$ cat config.mk
export PLATFORM = sky130hd
export DESIGN_NAME = debounce_sampler
export DESIGN_NICKNAME = d
export VERILOG_FILES = /design/src/rtl/dbnc_pkg.sv /design/src/rtl/debounce_channel.sv /design/src/rtl/debounce_sampler.sv
export SDC_FILE = /design/constraint.sdc
export NUM_CORES = 1
export LEC_CHECK = 0
export ABC_AREA = 1
export CAP_MARGIN = 10
export CORE_MARGIN = 3
export CORE_UTILIZATION = 61
export DETAILED_ROUTE_END_ITERATION = 10
export PLACE_DENSITY_LB_ADDON = 0.3
export SYNTH_ARGS = -nofsm -noshare
export SYNTH_HDL_FRONTEND = slang
export SYNTH_SLANG_ARGS = --single-unit
$ cat constraint.sdc
create_clock -name CLK -period 2.4 [get_ports CLK]
set_input_delay 0.24 -clock CLK [delete_from_list [all_inputs] [get_ports CLK]]
set_output_delay 0.24 -clock CLK [all_outputs]
set_load 0.05 [all_outputs]
$ cat src/rtl/dbnc_pkg.sv
// Shared constants and helpers for the debounce sampler.
// The defaults target a 100 MHz board clock.
package dbnc_pkg;

    // 100 MHz / 50001 gives a sample strobe of about 2 kHz
    localparam int DEF_DIV_END  = 50000;
    localparam int DEF_STABLE_N = 4;

    function automatic int clog2(input int unsigned value);
        int unsigned v;
        int          r;
        r = 0;
        v = (value > 0) ? value - 1 : 0;
        while (v > 0) begin
            r++;
            v = v >> 1;
        end
        return r;
    endfunction

endpackage

$ cat src/rtl/debounce_channel.sv
// One debounced input: synchroniser, stability counter, registered level
// and one-cycle edge pulses.
module debounce_channel
    import dbnc_pkg::*;
#(
    parameter int SYNC_N   = 2,
    parameter int STABLE_N = DEF_STABLE_N
) (
    input  logic CLK,
    input  logic RST,
    input  logic i_tick,
    input  logic i_btn,
    output logic o_level,
    output logic o_rise,
    output logic o_fall
);

    localparam int SCNT_W = clog2(STABLE_N) + 1;

    logic [SYNC_N-1:0] r_sync;
    logic [SCNT_W-1:0] r_scnt;
    logic              r_level;
    logic              r_rise;
    logic              r_fall;
    logic              w_s;

    assign w_s = r_sync[SYNC_N-1];

    always_ff @(posedge CLK or posedge RST) begin
        if (RST) begin
            r_sync <= '0;
        end else begin
            r_sync <= {r_sync[SYNC_N-2:0], i_btn};
        end
    end

    // The counter clears on the accepting sample, so it never exceeds STABLE_N-1
    always_ff @(posedge CLK or posedge RST) begin
        if (RST) begin
            r_scnt  <= '0;
            r_level <= 1'b0;
            r_rise  <= 1'b0;
            r_fall  <= 1'b0;
        end else begin
            r_rise <= 1'b0;
            r_fall <= 1'b0;
            if (i_tick) begin
                if (w_s != r_level) begin
                    if (r_scnt == SCNT_W'(STABLE_N - 1)) begin
                        r_level <= w_s;
                        r_scnt  <= '0;
                        r_rise  <= w_s;
                        r_fall  <= ~w_s;
                    end else begin
                        r_scnt <= r_scnt + SCNT_W'(1);
                    end
                end else begin
                    r_scnt <= '0;
                end
            end
        end
    end

    assign o_level = r_level;
    assign o_rise  = r_rise;
    assign o_fall  = r_fall;

endmodule

$ cat src/rtl/debounce_sampler.sv
// Multi-channel debouncer with a shared sample-tick divider.
// All outputs are registered and synchronous to CLK.
module debounce_sampler
    import dbnc_pkg::*;
#(
    parameter int NCH      = 5,
    parameter int DIV_END  = DEF_DIV_END,
    parameter int DIV_W    = 16,
    parameter int STABLE_N = DEF_STABLE_N,
    parameter int SYNC_N   = 2
) (
    input  logic           CLK,
    input  logic           RST,
    input  logic           EN,
    input  logic [NCH-1:0] BTN_IN,
    output logic [NCH-1:0] BTN_OUT,
    output logic [NCH-1:0] RISE,
    output logic [NCH-1:0] FALL,
    output logic           TICK
);

    logic [DIV_W-1:0] r_cnt;
    logic             r_tick;

    // EN low holds the count, so a resumed divider keeps its phase
    always_ff @(posedge CLK or posedge RST) begin
        if (RST) begin
            r_cnt  <= '0;
            r_tick <= 1'b0;
        end else if (EN) begin
            if (r_cnt == DIV_W'(DIV_END)) begin
                r_cnt  <= '0;
                r_tick <= 1'b1;
            end else begin
                r_cnt  <= r_cnt + DIV_W'(1);
                r_tick <= 1'b0;
            end
        end else begin
            r_tick <= 1'b0;
        end
    end

    assign TICK = r_tick;

    for (genvar g = 0; g < NCH; g++) begin : g_ch
        debounce_channel #(
            .SYNC_N   (SYNC_N),
            .STABLE_N (STABLE_N)
        ) u_ch (
            .CLK     (CLK),
            .RST     (RST),
            .i_tick  (r_tick),
            .i_btn   (BTN_IN[g]),
            .o_level (BTN_OUT[g]),
            .o_rise  (RISE[g]),
            .o_fall  (FALL[g])
        );
    end

endmodule

==> impl_metrics.env <==
export IMPL_drt_initial_drc_count=103
export IMPL_worstPathMaxFanout=19
export IMPL_post_place_ws_ns=0.724
export IMPL_avgViaCountPerCell=5.16
export IMPL_layout_nets=325
export IMPL_clock_sinks=57
export IMPL_clock_skew_ns=0.00318
export IMPL_wl_um=4630
export IMPL_synth_cell_types=30
export IMPL_crit_chain="buf_4 -> clkdlybuf4s50_1"
export IMPL_tns_ns=0
export IMPL_end_kind="primary output"
export IMPL_cts_root_buf="clkbuf_8"
export IMPL_overflow=0
export IMPL_grt_max_degree=24
export IMPL_busiest_layer="met2"
export IMPL_layout_drive_gt1_share_pct=10.2
export IMPL_grt_pass1_vias=1900
export IMPL_post_route_drc_count=0
export IMPL_ioPinCount=24
export IMPL_hold_class="primary input to async pin"
export IMPL_rows=23
export IMPL_synthFlopType="dfrtp_1"
export IMPL_postSynthCellCount=291
export IMPL_grt_met3_usage_pct=5.47
export IMPL_hold_viol_final=0
export IMPL_synth_nets=306
export IMPL_antenna_cells=0
export IMPL_crit_family="buffers and inverters"
export IMPL_status="complete, no violations"
export IMPL_synth_edff_count=0
export IMPL_die_h_um=71.9
export IMPL_cp_slowest_cell="clkdlybuf4s50_1"
export IMPL_design_area_um2=3050
export IMPL_place_congestion=0.989
export IMPL_clockBufferDepth=2
export IMPL_core_um2=4090
export IMPL_cp_data_arrival_time_ns=1.72
export IMPL_postPlaceCellArea_um2=2830
export IMPL_slowest_delay_ns=0.85
export IMPL_clk_latency_ns=0.33
export IMPL_yosysSeqAreaShare_pct=53.9
export IMPL_fillers=298
export IMPL_grt_setup_unrepaired="no"
export IMPL_ant_nets=0
export IMPL_cts_resized=0
export IMPL_slew_headroom_pct=66.2
export IMPL_worst_pin_slew_ns=0.506
export IMPL_hpwl_um=3310
export IMPL_post_drt_wl_per_cell_um=12.7
export IMPL_syn2layout_area_growth_pct=15.1
export IMPL_die_area_um2=5170
export IMPL_grt_pass1_wl_um=8200
export IMPL_path_clk_slew_ns=0.06
export IMPL_vias=1880
export IMPL_htreeDepth=3
export IMPL_period_minus_slack_ns=1.96
export IMPL_cts_tree="yes"
export IMPL_cts_hold_buf=0
export IMPL_drv_cap=0
export IMPL_syn_cell_area_um2=2650
export IMPL_slew_violations=0
export IMPL_first_pass_iters=4
export IMPL_ys_warn_count=0
export IMPL_die_w_um=71.9
export IMPL_critPathKind="flip-flop to primary output"
export IMPL_critPathRequiredTime_ns=2.16
export IMPL_crit_buf_inv=2
export IMPL_start_util_pct=64.8
export IMPL_port_buffers=23
export IMPL_power_density_nw_per_um2=848
export IMPL_track_usage_pct=21.1
export IMPL_met2_usage_pct=36.1
export IMPL_finalSetupViolations=0
export IMPL_synthArstFlopShare_pct=100
export IMPL_cts_buffers=9
export IMPL_leakage_uw=0.00160
export IMPL_total_power_uw=2580
export IMPL_final_setup_worst_slack_ns=0.441
export IMPL_fmax_mhz=510
export IMPL_post_cts_buffers=0
export IMPL_grt_met1_usage_pct=24.2
export IMPL_synth_seq_cells=57
export IMPL_syn_avg_cell_area_um2=9.10
export IMPL_crit_path_start_kind="flip-flop"
export IMPL_peakVddDrop_mv=0.531
export IMPL_antenna_found_initial=0
export IMPL_post_route_period_util_pct=81.6
## cell families after synthesis
kind of cell	after synthesis	synth area share (%)
and+or+nand+nor	129	22.9
buffers and inverters	63	11.3
DFF	57	53.9
AOI/OAI and AO/OA	26	5.62
xor gates and xnor gates	9	2.98
adders and majority gates	7	3.31
## Yosys cell counts (2+ instances only)
cell       n  area, µm²
a21boi_0   4       30.0
a21oi_1    2       10.0
buf_2      2       10.0
buf_4     16        120
dfrtp_1   57       1430
ha_1       7       87.6
inv_1     42        158
inv_2      3       11.3
nand2_1   59        221
nand2_2    4       25.0
nand3_1   11       55.1
nand3b_1   3       22.5
nand4_1    9       56.3
nor2_1    35        131
o21ai_0   13       65.1
o21ai_1    2       10.0
o22ai_1    2       12.5
xnor2_1    2       17.5
xor2_1     7       61.3
## power by group
part / total [µW] / internal, µW / switching, µW / leakage (µW)
clock: 938 / 585 / 353 / 0.000112
sequential: 1200 / 1060 / 137 / 0.000725
combinational: 451 / 168 / 283 / 0.000767
## final timing paths
kind | slack [ns] | to | depth (start not counted) | start
worst max register to register | 1.06 | r_cnt[10] | 8 | r_cnt[0]
worst min register to register | 0.35 | g_ch[3].u_ch.r_sync[1] | 0 | g_ch[3].u_ch.r_sync[0]
worst min-delay path | 0.26 | g_ch[4].u_ch.r_scnt[1] | 2 | RST
min in group CLK | 0.35 | g_ch[3].u_ch.r_sync[1] | 0 | g_ch[3].u_ch.r_sync[0]
max in group asynchronous | 1.53 | g_ch[1].u_ch.r_sync[1] | 3 | RST
worst max-delay path | 0.44 | TICK | 2 | TICK
## through the flow
step	hold slack, ns	cells	util, %
floorplan	0.271	291	-
global placement	0.334	349	69.3
detailed placement	0.339	349	69.3
CTS	0.265	364	74.6
global route	0.292	364	74.6
finish	0.258	364	74.6
## layout by cell type (no fill, tap or decap), drive strengths merged, types with 2 or more instances in the layout
master         netlist  routed
nor3                 2       2
inv                 45      45
o21ai               15      15
nand3               12      12
a21oi                2       2
a21boi               4       4
clkdlybuf4s50        0      23
xor2                 7       7
dfrtp               57      57
nand2               63      63
clkbuf               0      13
nand3b               4       4
buf                 18       3
ha                   7       7
o22ai                2       2
nor2                38      38
nand4                9       9
xnor2                2       2
## layer usage
layer	share of wire [%]	up-vias
met5	0	-
met4	2.0	0
met3	4.0	9
met2	52	44
met1	42	899
li1	-	928
## flip-flops by register name, indices dropped and copies added, names as in the netlist
register,flops
TICK,1
g_ch.u_ch.o_rise,5
g_ch.u_ch.o_level,5
g_ch.u_ch.r_scnt,15
r_cnt,16
g_ch.u_ch.r_sync,10
g_ch.u_ch.o_fall,5
## final cells by class
type / count / area [µm²] / area share [%]
repair buffers: 26 / 253 / 8.30
flip-flops and latches: 57 / 1430 / 46.8
multi-input cells: 171 / 922 / 30.3
well taps: 50 / 62.6 / 2.05
clock buffers: 13 / 179 / 5.87
inverters: 45 / 169 / 5.54
clock inverters: 2 / 35.0 / 1.15
No activity file was read; power rests on OpenSTA's default activity.
